<file path="config.mk">
export PLATFORM = sky130hd
export DESIGN_NAME = ctrl_arbiter_flat
export DESIGN_NICKNAME = d
export VERILOG_FILES = /design/src/rtl/tetris_pkg.sv /design/src/rtl/ctrl_arbiter_if.sv /design/src/rtl/ctrl_arbiter_btn_debounce.sv /design/src/rtl/ctrl_arbiter.sv /design/src/flat_wrapper.sv
export SDC_FILE = /design/constraint.sdc
export NUM_CORES = 1
export LEC_CHECK = 0
export BUFFER_PORTS_ARGS = -buffer_cell sky130_fd_sc_hd__buf_2
export CORE_ASPECT_RATIO = 0.75
export CORE_MARGIN = 5
export CORE_UTILIZATION = 40
export DETAILED_ROUTE_END_ITERATION = 16
export SLEW_MARGIN = 5
export SYNTH_ARGS = -nofsm -noshare
export SYNTH_HDL_FRONTEND = slang
export SYNTH_SLANG_ARGS = --single-unit
</file>
<file path="constraint.sdc">
create_clock -name clk -period 3 [get_ports clk]
set_input_delay 0.75 -clock clk [delete_from_list [all_inputs] [get_ports clk]]
set_output_delay 0.75 -clock clk [all_outputs]
set_load 0.1 [all_outputs]
</file>
<file path="src/rtl/tetris_pkg.sv">
// Shared types for the tetris input front-end: command encoding, UART key
// codes, push-button indices, issue-FSM states and the key decoder.
package tetris_pkg;

    typedef enum logic [3:0] {
        NONE       = 4'd0,
        LEFT       = 4'd1,
        RIGHT      = 4'd2,
        DOWN       = 4'd3,
        DROP       = 4'd4,
        HOLD       = 4'd5,
        ROTATE     = 4'd6,
        ROTATE_REV = 4'd7,
        BAR        = 4'd8
    } control_type;

    typedef enum logic [1:0] {
        ST_IDLE  = 2'd0,
        ST_ISSUE = 2'd1,
        ST_GAP   = 2'd2
    } issue_state_t;

    localparam logic [7:0] KEY_LEFT       = 8'h61;
    localparam logic [7:0] KEY_RIGHT      = 8'h64;
    localparam logic [7:0] KEY_DOWN       = 8'h73;
    localparam logic [7:0] KEY_DROP       = 8'h20;
    localparam logic [7:0] KEY_HOLD       = 8'h63;
    localparam logic [7:0] KEY_ROTATE     = 8'h77;
    localparam logic [7:0] KEY_ROTATE_REV = 8'h7A;
    localparam logic [7:0] KEY_BAR        = 8'h62;

    localparam int NUM_BTN    = 4;
    localparam int BTN_RIGHT  = 0;
    localparam int BTN_DOWN   = 1;
    localparam int BTN_ROTATE = 2;
    localparam int BTN_LEFT   = 3;

    // Unmapped bytes decode to NONE, which the caller treats as "ignore".
    function automatic control_type key_decode(input logic [7:0] key);
        control_type cmd;
        case (key)
            KEY_LEFT:       cmd = LEFT;
            KEY_RIGHT:      cmd = RIGHT;
            KEY_DOWN:       cmd = DOWN;
            KEY_DROP:       cmd = DROP;
            KEY_HOLD:       cmd = HOLD;
            KEY_ROTATE:     cmd = ROTATE;
            KEY_ROTATE_REV: cmd = ROTATE_REV;
            KEY_BAR:        cmd = BAR;
            default:        cmd = NONE;
        endcase
        return cmd;
    endfunction

endpackage

</file>
<file path="src/rtl/ctrl_arbiter_if.sv">
// Command/UART bus between board-side producers and ctrl_arbiter.
interface ctrl_arbiter_if;
    import tetris_pkg::*;

    logic        rx_valid;
    logic [7:0]  rx_data;
    logic        ready;
    control_type control;
    logic        overflow;

    modport master (output rx_valid, rx_data, ready, input control, overflow);
    modport slave  (input rx_valid, rx_data, ready, output control, overflow);

endinterface

</file>
<file path="src/rtl/ctrl_arbiter_btn_debounce.sv">
// One push-button: 2-FF synchroniser, debounce, press strobe and (with
// CTRL_REPEAT_EN defined) auto-repeat while held. DEBOUNCE_CYC must be >= 2.
module btn_debounce #(
    parameter int unsigned DEBOUNCE_CYC     = 1_000_000,
    parameter int unsigned REPEAT_DELAY_CYC = 15_000_000,
    parameter int unsigned REPEAT_RATE_CYC  = 5_000_000,
    parameter bit          REPEAT_EN        = 1'b0
) (
    input  logic clk,
    input  logic reset,
    input  logic btn_raw,
    output logic evt
);
    localparam int unsigned DB_W = $clog2(DEBOUNCE_CYC + 1);

    logic            sync_1, sync_2, stable;
    logic [DB_W-1:0] db_cnt;
    logic            flip, rise, fall, rpt_fire;

    always_ff @(posedge clk) begin
        if (reset) begin
            sync_1 <= 1'b0;
            sync_2 <= 1'b0;
        end else begin
            sync_1 <= btn_raw;
            sync_2 <= sync_1;
        end
    end

    // db_cnt == 0 means idle; a differing input loads it and the stable
    // state flips when it reaches the terminal count of 1.
    assign flip = (sync_2 != stable) && (db_cnt == DB_W'(1));
    assign rise = flip && sync_2;
    assign fall = flip && !sync_2;

    always_ff @(posedge clk) begin
        if (reset) begin
            db_cnt <= '0;
            stable <= 1'b0;
        end else if (sync_2 == stable) begin
            db_cnt <= '0;
        end else if (flip) begin
            db_cnt <= '0;
            stable <= sync_2;
        end else if (db_cnt == '0) begin
            db_cnt <= DB_W'(DEBOUNCE_CYC - 1);
        end else begin
            db_cnt <= db_cnt - 1'b1;
        end
    end

`ifdef CTRL_REPEAT_EN
    localparam int unsigned RPT_MAX = (REPEAT_DELAY_CYC > REPEAT_RATE_CYC) ?
                                      REPEAT_DELAY_CYC : REPEAT_RATE_CYC;
    localparam int unsigned RPT_W   = $clog2(RPT_MAX + 1);

    if (REPEAT_EN) begin : g_rpt
        logic [RPT_W-1:0] rpt_cnt;

        assign rpt_fire = stable && !fall && (rpt_cnt == RPT_W'(1));

        always_ff @(posedge clk) begin
            if (reset) begin
                rpt_cnt <= '0;
            end else if (rise) begin
                rpt_cnt <= RPT_W'(REPEAT_DELAY_CYC);
            end else if (!stable || fall) begin
                rpt_cnt <= '0;
            end else if (rpt_fire) begin
                rpt_cnt <= RPT_W'(REPEAT_RATE_CYC);
            end else if (rpt_cnt != '0) begin
                rpt_cnt <= rpt_cnt - 1'b1;
            end
        end
    end else begin : g_no_rpt
        assign rpt_fire = 1'b0;
    end
`else
    assign rpt_fire = 1'b0;
`endif

    always_ff @(posedge clk) begin
        if (reset) begin
            evt <= 1'b0;
        end else begin
            evt <= rise || rpt_fire;
        end
    end

endmodule

</file>
<file path="src/rtl/ctrl_arbiter.sv">
// Merges debounced push-buttons and decoded UART keys into a command FIFO and
// issues one command at a time to the tetris core. CTRL_REPEAT_EN adds auto-repeat.
//
// state    | meaning
// ST_IDLE  | waiting for a queued command while ready is high
// ST_ISSUE | control shows the popped command for this one cycle
// ST_GAP   | spacing cycle so the core can drop ready
module ctrl_arbiter
    import tetris_pkg::*;
#(
    parameter int unsigned DEBOUNCE_CYC     = 1_000_000,
    parameter int unsigned REPEAT_DELAY_CYC = 15_000_000,
    parameter int unsigned REPEAT_RATE_CYC  = 5_000_000,
    parameter int unsigned FIFO_DEPTH       = 4
) (
    input  logic          clk,
    input  logic          reset,
    input  logic [3:0]    usr_btn,
    ctrl_arbiter_if.slave bus
);
    localparam int unsigned AW = $clog2(FIFO_DEPTH);

    logic [NUM_BTN-1:0] btn_evt, btn_pend, grant_btn;
    control_type        rx_cmd, hold_cmd, push_cmd, control_nx;
    logic               rx_hit, hold_full, grant_uart, push, pop;
    control_type        fifo_mem [FIFO_DEPTH];
    logic [AW:0]        wr_ptr, rd_ptr;
    logic               fifo_full, fifo_empty;
    issue_state_t       state, state_nx;

    for (genvar i = 0; i < NUM_BTN; i++) begin : g_btn
        btn_debounce #(
            .DEBOUNCE_CYC     (DEBOUNCE_CYC),
            .REPEAT_DELAY_CYC (REPEAT_DELAY_CYC),
            .REPEAT_RATE_CYC  (REPEAT_RATE_CYC),
            .REPEAT_EN        (i != BTN_ROTATE)
        ) u_btn (
            .clk     (clk),
            .reset   (reset),
            .btn_raw (usr_btn[i]),
            .evt     (btn_evt[i])
        );
    end

    assign rx_cmd = key_decode(bus.rx_data);
    assign rx_hit = bus.rx_valid && (rx_cmd != NONE);

    always_ff @(posedge clk) begin
        if (reset) begin
            hold_full    <= 1'b0;
            hold_cmd     <= NONE;
            bus.overflow <= 1'b0;
        end else begin
            bus.overflow <= rx_hit && hold_full;
            if (rx_hit && !hold_full) begin
                hold_full <= 1'b1;
                hold_cmd  <= rx_cmd;
            end else if (grant_uart) begin
                hold_full <= 1'b0;
            end
        end
    end

    // An event arriving while its pending bit is set is merged into it.
    always_ff @(posedge clk) begin
        if (reset) begin
            btn_pend <= '0;
        end else begin
            btn_pend <= (btn_pend & ~grant_btn) | (btn_evt & ~btn_pend);
        end
    end

    always_comb begin
        push       = 1'b0;
        push_cmd   = NONE;
        grant_uart = 1'b0;
        grant_btn  = '0;
        if (!fifo_full) begin
            if (hold_full) begin
                push       = 1'b1;
                push_cmd   = hold_cmd;
                grant_uart = 1'b1;
            end else if (btn_pend[BTN_LEFT]) begin
                push                = 1'b1;
                push_cmd            = LEFT;
                grant_btn[BTN_LEFT] = 1'b1;
            end else if (btn_pend[BTN_ROTATE]) begin
                push                  = 1'b1;
                push_cmd              = ROTATE;
                grant_btn[BTN_ROTATE] = 1'b1;
            end else if (btn_pend[BTN_DOWN]) begin
                push                = 1'b1;
                push_cmd            = DOWN;
                grant_btn[BTN_DOWN] = 1'b1;
            end else if (btn_pend[BTN_RIGHT]) begin
                push                 = 1'b1;
                push_cmd             = RIGHT;
                grant_btn[BTN_RIGHT] = 1'b1;
            end
        end
    end

    assign fifo_empty = (wr_ptr == rd_ptr);
    assign fifo_full  = (wr_ptr[AW] != rd_ptr[AW]) &&
                        (wr_ptr[AW-1:0] == rd_ptr[AW-1:0]);

    always_ff @(posedge clk) begin
        if (push) begin
            fifo_mem[wr_ptr[AW-1:0]] <= push_cmd;
        end
    end

    always_ff @(posedge clk) begin
        if (reset) begin
            wr_ptr <= '0;
            rd_ptr <= '0;
        end else begin
            if (push) wr_ptr <= wr_ptr + 1'b1;
            if (pop)  rd_ptr <= rd_ptr + 1'b1;
        end
    end

    always_comb begin
        state_nx   = state;
        pop        = 1'b0;
        control_nx = NONE;
        case (state)
            ST_IDLE: begin
                if (!fifo_empty && bus.ready) begin
                    state_nx   = ST_ISSUE;
                    pop        = 1'b1;
                    control_nx = fifo_mem[rd_ptr[AW-1:0]];
                end
            end
            ST_ISSUE: state_nx = ST_GAP;
            ST_GAP:   state_nx = ST_IDLE;
            default:  state_nx = ST_IDLE;
        endcase
    end

    always_ff @(posedge clk) begin
        if (reset) begin
            state       <= ST_IDLE;
            bus.control <= NONE;
        end else begin
            state       <= state_nx;
            bus.control <= control_nx;
        end
    end

endmodule
</file>
<file path="src/flat_wrapper.sv">
// flat-port wrapper written by rule: the top's interface ports become plain ports
module ctrl_arbiter_flat import tetris_pkg::*;
#(
    parameter int unsigned DEBOUNCE_CYC     = 1_000_000,
    parameter int unsigned REPEAT_DELAY_CYC = 15_000_000,
    parameter int unsigned REPEAT_RATE_CYC  = 5_000_000,
    parameter int unsigned FIFO_DEPTH       = 4
)
  (clk, reset, usr_btn, bus_rx_valid, bus_rx_data, bus_ready, bus_control, bus_overflow);
  ctrl_arbiter_if bus_i ();
  input  logic clk;
  input  logic reset;
  input  logic [3:0] usr_btn;
  input wire logic [$bits(bus_i.rx_valid)-1:0] bus_rx_valid;
  input wire logic [$bits(bus_i.rx_data)-1:0] bus_rx_data;
  input wire logic [$bits(bus_i.ready)-1:0] bus_ready;
  output wire logic [$bits(bus_i.control)-1:0] bus_control;
  output wire logic [$bits(bus_i.overflow)-1:0] bus_overflow;
  assign bus_i.rx_valid = bus_rx_valid;
  assign bus_i.rx_data = bus_rx_data;
  assign bus_i.ready = bus_ready;
  assign bus_control = bus_i.control;
  assign bus_overflow = bus_i.overflow;
  ctrl_arbiter #(.DEBOUNCE_CYC(DEBOUNCE_CYC), .REPEAT_DELAY_CYC(REPEAT_DELAY_CYC), .REPEAT_RATE_CYC(REPEAT_RATE_CYC), .FIFO_DEPTH(FIFO_DEPTH)) u_core (.clk(clk), .reset(reset), .usr_btn(usr_btn), .bus(bus_i));
endmodule
</file>
==> results.yml <==
critical_path:
  endpoint_kind: "flip-flop"
  cp_max_fo: 17
  cp_common_cell: "or4_4"
  cp_slowest_cell: "or4_4"
  required_ns: 3.28
  critPathKind: "reg -> reg"
  arrival_ns: 2.69
  crit_path_max_incr_delay_ns: 0.56
  crit_path_start_kind: "flip-flop"
  path_cells: "or4_4 > or4_4 > nor4_4 > buf_4 > nor3_1"
clock_tree:
  cts_tree: "built"
  cts-resized-gates: 0
  cts.sinks: 134
  cts_hold_buf: 0
  numCtsBuffers: 17
  cts_setup_buffers: 0
  path_clk_slew_ns: 0.06
  clock_path_buffers: 2
  h-tree-depth: 4
  cts_root_buf: "clkbuf_16"
  clk_latency_ns: 0.42
synth:
  synth_top_area_frac: 0.383
  yosys-top-cells-area: "dfxtp_1 (38%), edfxtp_1 (7.8%), xor2_1 (4.3%), nor2_1 (3.5%), xnor2_1 (3.3%)"
  syn_area_um2: 6160
  synth_most_common_cell: "dfxtp_1"
  synth_area_leader_cell: "dfxtp_1"
  yosys_warnings: 0
  ys_seq_area_frac: 0.461
  syn_nets: 672
  netlist_top_cells_count: "dfxtp_1 (118), nor2_1 (57), a21oi_1 (33)"
  ys.flop_type: "dfxtp_1"
  syn_inst: 640
  async_flop_share: 0
  syn_area_per_cell_um2: 9.63
  ys_ff_latch: 134
  ys_types: 55
  synth_edf_count: 16
timing:
  finalWorstSetupSlack_ns: 0.589
  setup_violations: 0
  slew_viol_final: 0
  rsz0062_at_grt: "no"
  min_period_ns: 2.41
  skew_ns: 0.00702
  slew_headroom: 0.535
  fin_crit_sh: 0.804
  hold_violations: 0
  worst_slew_pin_slew_ns: 0.691
  hold_ws_ns: 0.435
  setup_tns_ns: 0
  timing.fmax_ghz: 0.415
route:
  drc: 0
  drtIter0Drc: 231
  ant_nets: 0
  wire_per_inst_um: 13.5
  num_vias: 4777
  wirelength_mm: 12.0
  first_pass_iters: 5
  via_per_inst: 5.38
die:
  die_width_um: 153
  rows: 39
  die_y_um: 117
  dieArea_um2: 18000
  start_util: 0.406
  core-area_um2: 15200
  ios: 21
global_routing:
  grt_pass1_vias: 4474
  grt_pass1_wl_mm: 20.9
  grt_max_degree: 34
  grt-busiest-layer: "met2"
  met1_usage: 0.189
  antenna_found_initial: 0
  track_usage: 0.140
  overflow: 0
  use_met3: 0.0492
  use_met2: 0.211
flow_run:
  drv_cap: 0
placement:
  gp_congestion: 0.785
  dp_slack_ns: 0.590
  dpl_cell_area_um2: 6550
  port_buffers: 20
  hpwl_mm: 8.36
power_and_ir_drop:
  power.leakage_nw: 2.90
  vdd_drop_max_uv: 366
  powerDensity_nw_per_um2: 630
final_layout:
  fin_area_um2: 7090
  drive_gt1_frac: 0.148
  syn_to_final_growth_pct: 15.1
  n_antenna_cell: 0
  fillers: 1404
  nets: 702
hold_path:
  hold_class: "reg -> reg"
status:
  status: "complete, no violations"
==> path summary, 6_finish.rpt <==
check	end	slack (ns)	cells past startpoint	from
setup / recovery	u_core.g_btn[3].u_btn.db_cnt[14]	0.59	5	u_core.g_btn[3].u_btn.db_cnt[13]
hold / removal	u_core.g_btn[1].u_btn.sync_2	0.44	1	u_core.g_btn[1].u_btn.sync_1
setup reg to reg	u_core.g_btn[3].u_btn.db_cnt[14]	0.59	5	u_core.g_btn[3].u_btn.db_cnt[13]
hold reg to reg	u_core.g_btn[1].u_btn.sync_2	0.44	1	u_core.g_btn[1].u_btn.sync_1
==> sequential cells by signal (all words and copies together), names as in the netlist <==
| name | flops |
|---|---|
| u_core.bus.overflow | 1 |
| u_core.btn_pend | 4 |
| u_core.g_btn.u_btn.stable | 4 |
| u_core.g_btn.u_btn.evt | 4 |
| u_core.g_btn.u_btn.sync_2 | 4 |
| u_core.hold_cmd | 4 |
| u_core.wr_ptr | 3 |
| u_core.hold_full | 1 |
| u_core.fifo_mem | 16 |
| u_core.g_btn.u_btn.sync_1 | 4 |
| u_core.rd_ptr | 3 |
| u_core.state | 2 |
| u_core.bus.control | 4 |
| u_core.g_btn.u_btn.db_cnt | 80 |
==> cell type report <==
class	instances	area, um2	share of cell area
multi-input combinational	461	3150	0.444
timing repair buffer	37	228	0.0321
inverter	19	71.3	0.0101
clock inverter	15	120	0.0169
tap	205	256	0.0362
clock buffer	17	425	0.0600
sequential	134	2840	0.401
==> critical path, delay by kind of cell (launching register included) <==
kind                   cells  cell delay, ns
and+or+nand+nor            4            1.61
DFF                        1            0.34
buffers and inverters      1            0.33
==> metal layers <==
| metal | up-vias | wire length (um) |
|---|---|---|
| li1 | 2423 | - |
| met1 | 2274 | 5930 |
| met2 | 71 | 5510 |
| met3 | 9 | 463 |
| met4 | 0 | 110 |
| met5 | - | 0 |
==> report_power, final <==
part	switching (mW)	internal, mW
sequential	0.0478	1.86
combinational	0.387	0.272
clock	0.832	1.07
==> metrics by stage <==
stage / util / std cells / power [mW]
6_report: 0.467 / 888 / 4.47
3_5_place_dp: 0.431 / 856 / 2.60
3_3_place_gp: 0.431 / 856 / 2.58
2_1_floorplan: - / 640 / 2.45
5_1_grt: 0.467 / 888 / 4.72
4_1_cts: 0.467 / 888 / 4.54
==> cells in the final DEF (no fill, tap or decap), drive strengths merged, types with 12 or more instances in the layout <==
cell | netlist | final
o31ai | 16 | 16
nor4 | 17 | 17
inv | 19 | 26
nand2 | 23 | 23
clkbuf | 23 | 17
buf | 3 | 37
ha | 16 | 16
nand4 | 17 | 17
nand3 | 16 | 16
nor2 | 57 | 57
xor2 | 30 | 30
nor3 | 29 | 29
a31oi | 17 | 17
edfxtp | 16 | 16
or3 | 12 | 12
dfxtp | 118 | 118
a21oi | 33 | 33
or4 | 19 | 19
nand2b | 18 | 18
xnor2 | 23 | 23
o21ai | 19 | 19
==> logic make-up (layout without fill, tap and decap cells) <==
logic type	Yosys count	after routing	share of synthesized area
AO/OA/AOI/OAI	113	113	0.124
XOR/XNOR	53	53	0.0753
adder cells (fa/ha/maj)	16	16	0.0325
buffers and inverters	45	88	0.0290
flip-flops	134	134	0.461
multiplexers	13	13	0.0292
AND/OR/NAND/NOR	266	266	0.249
Power figures use the tool's default switching activity.
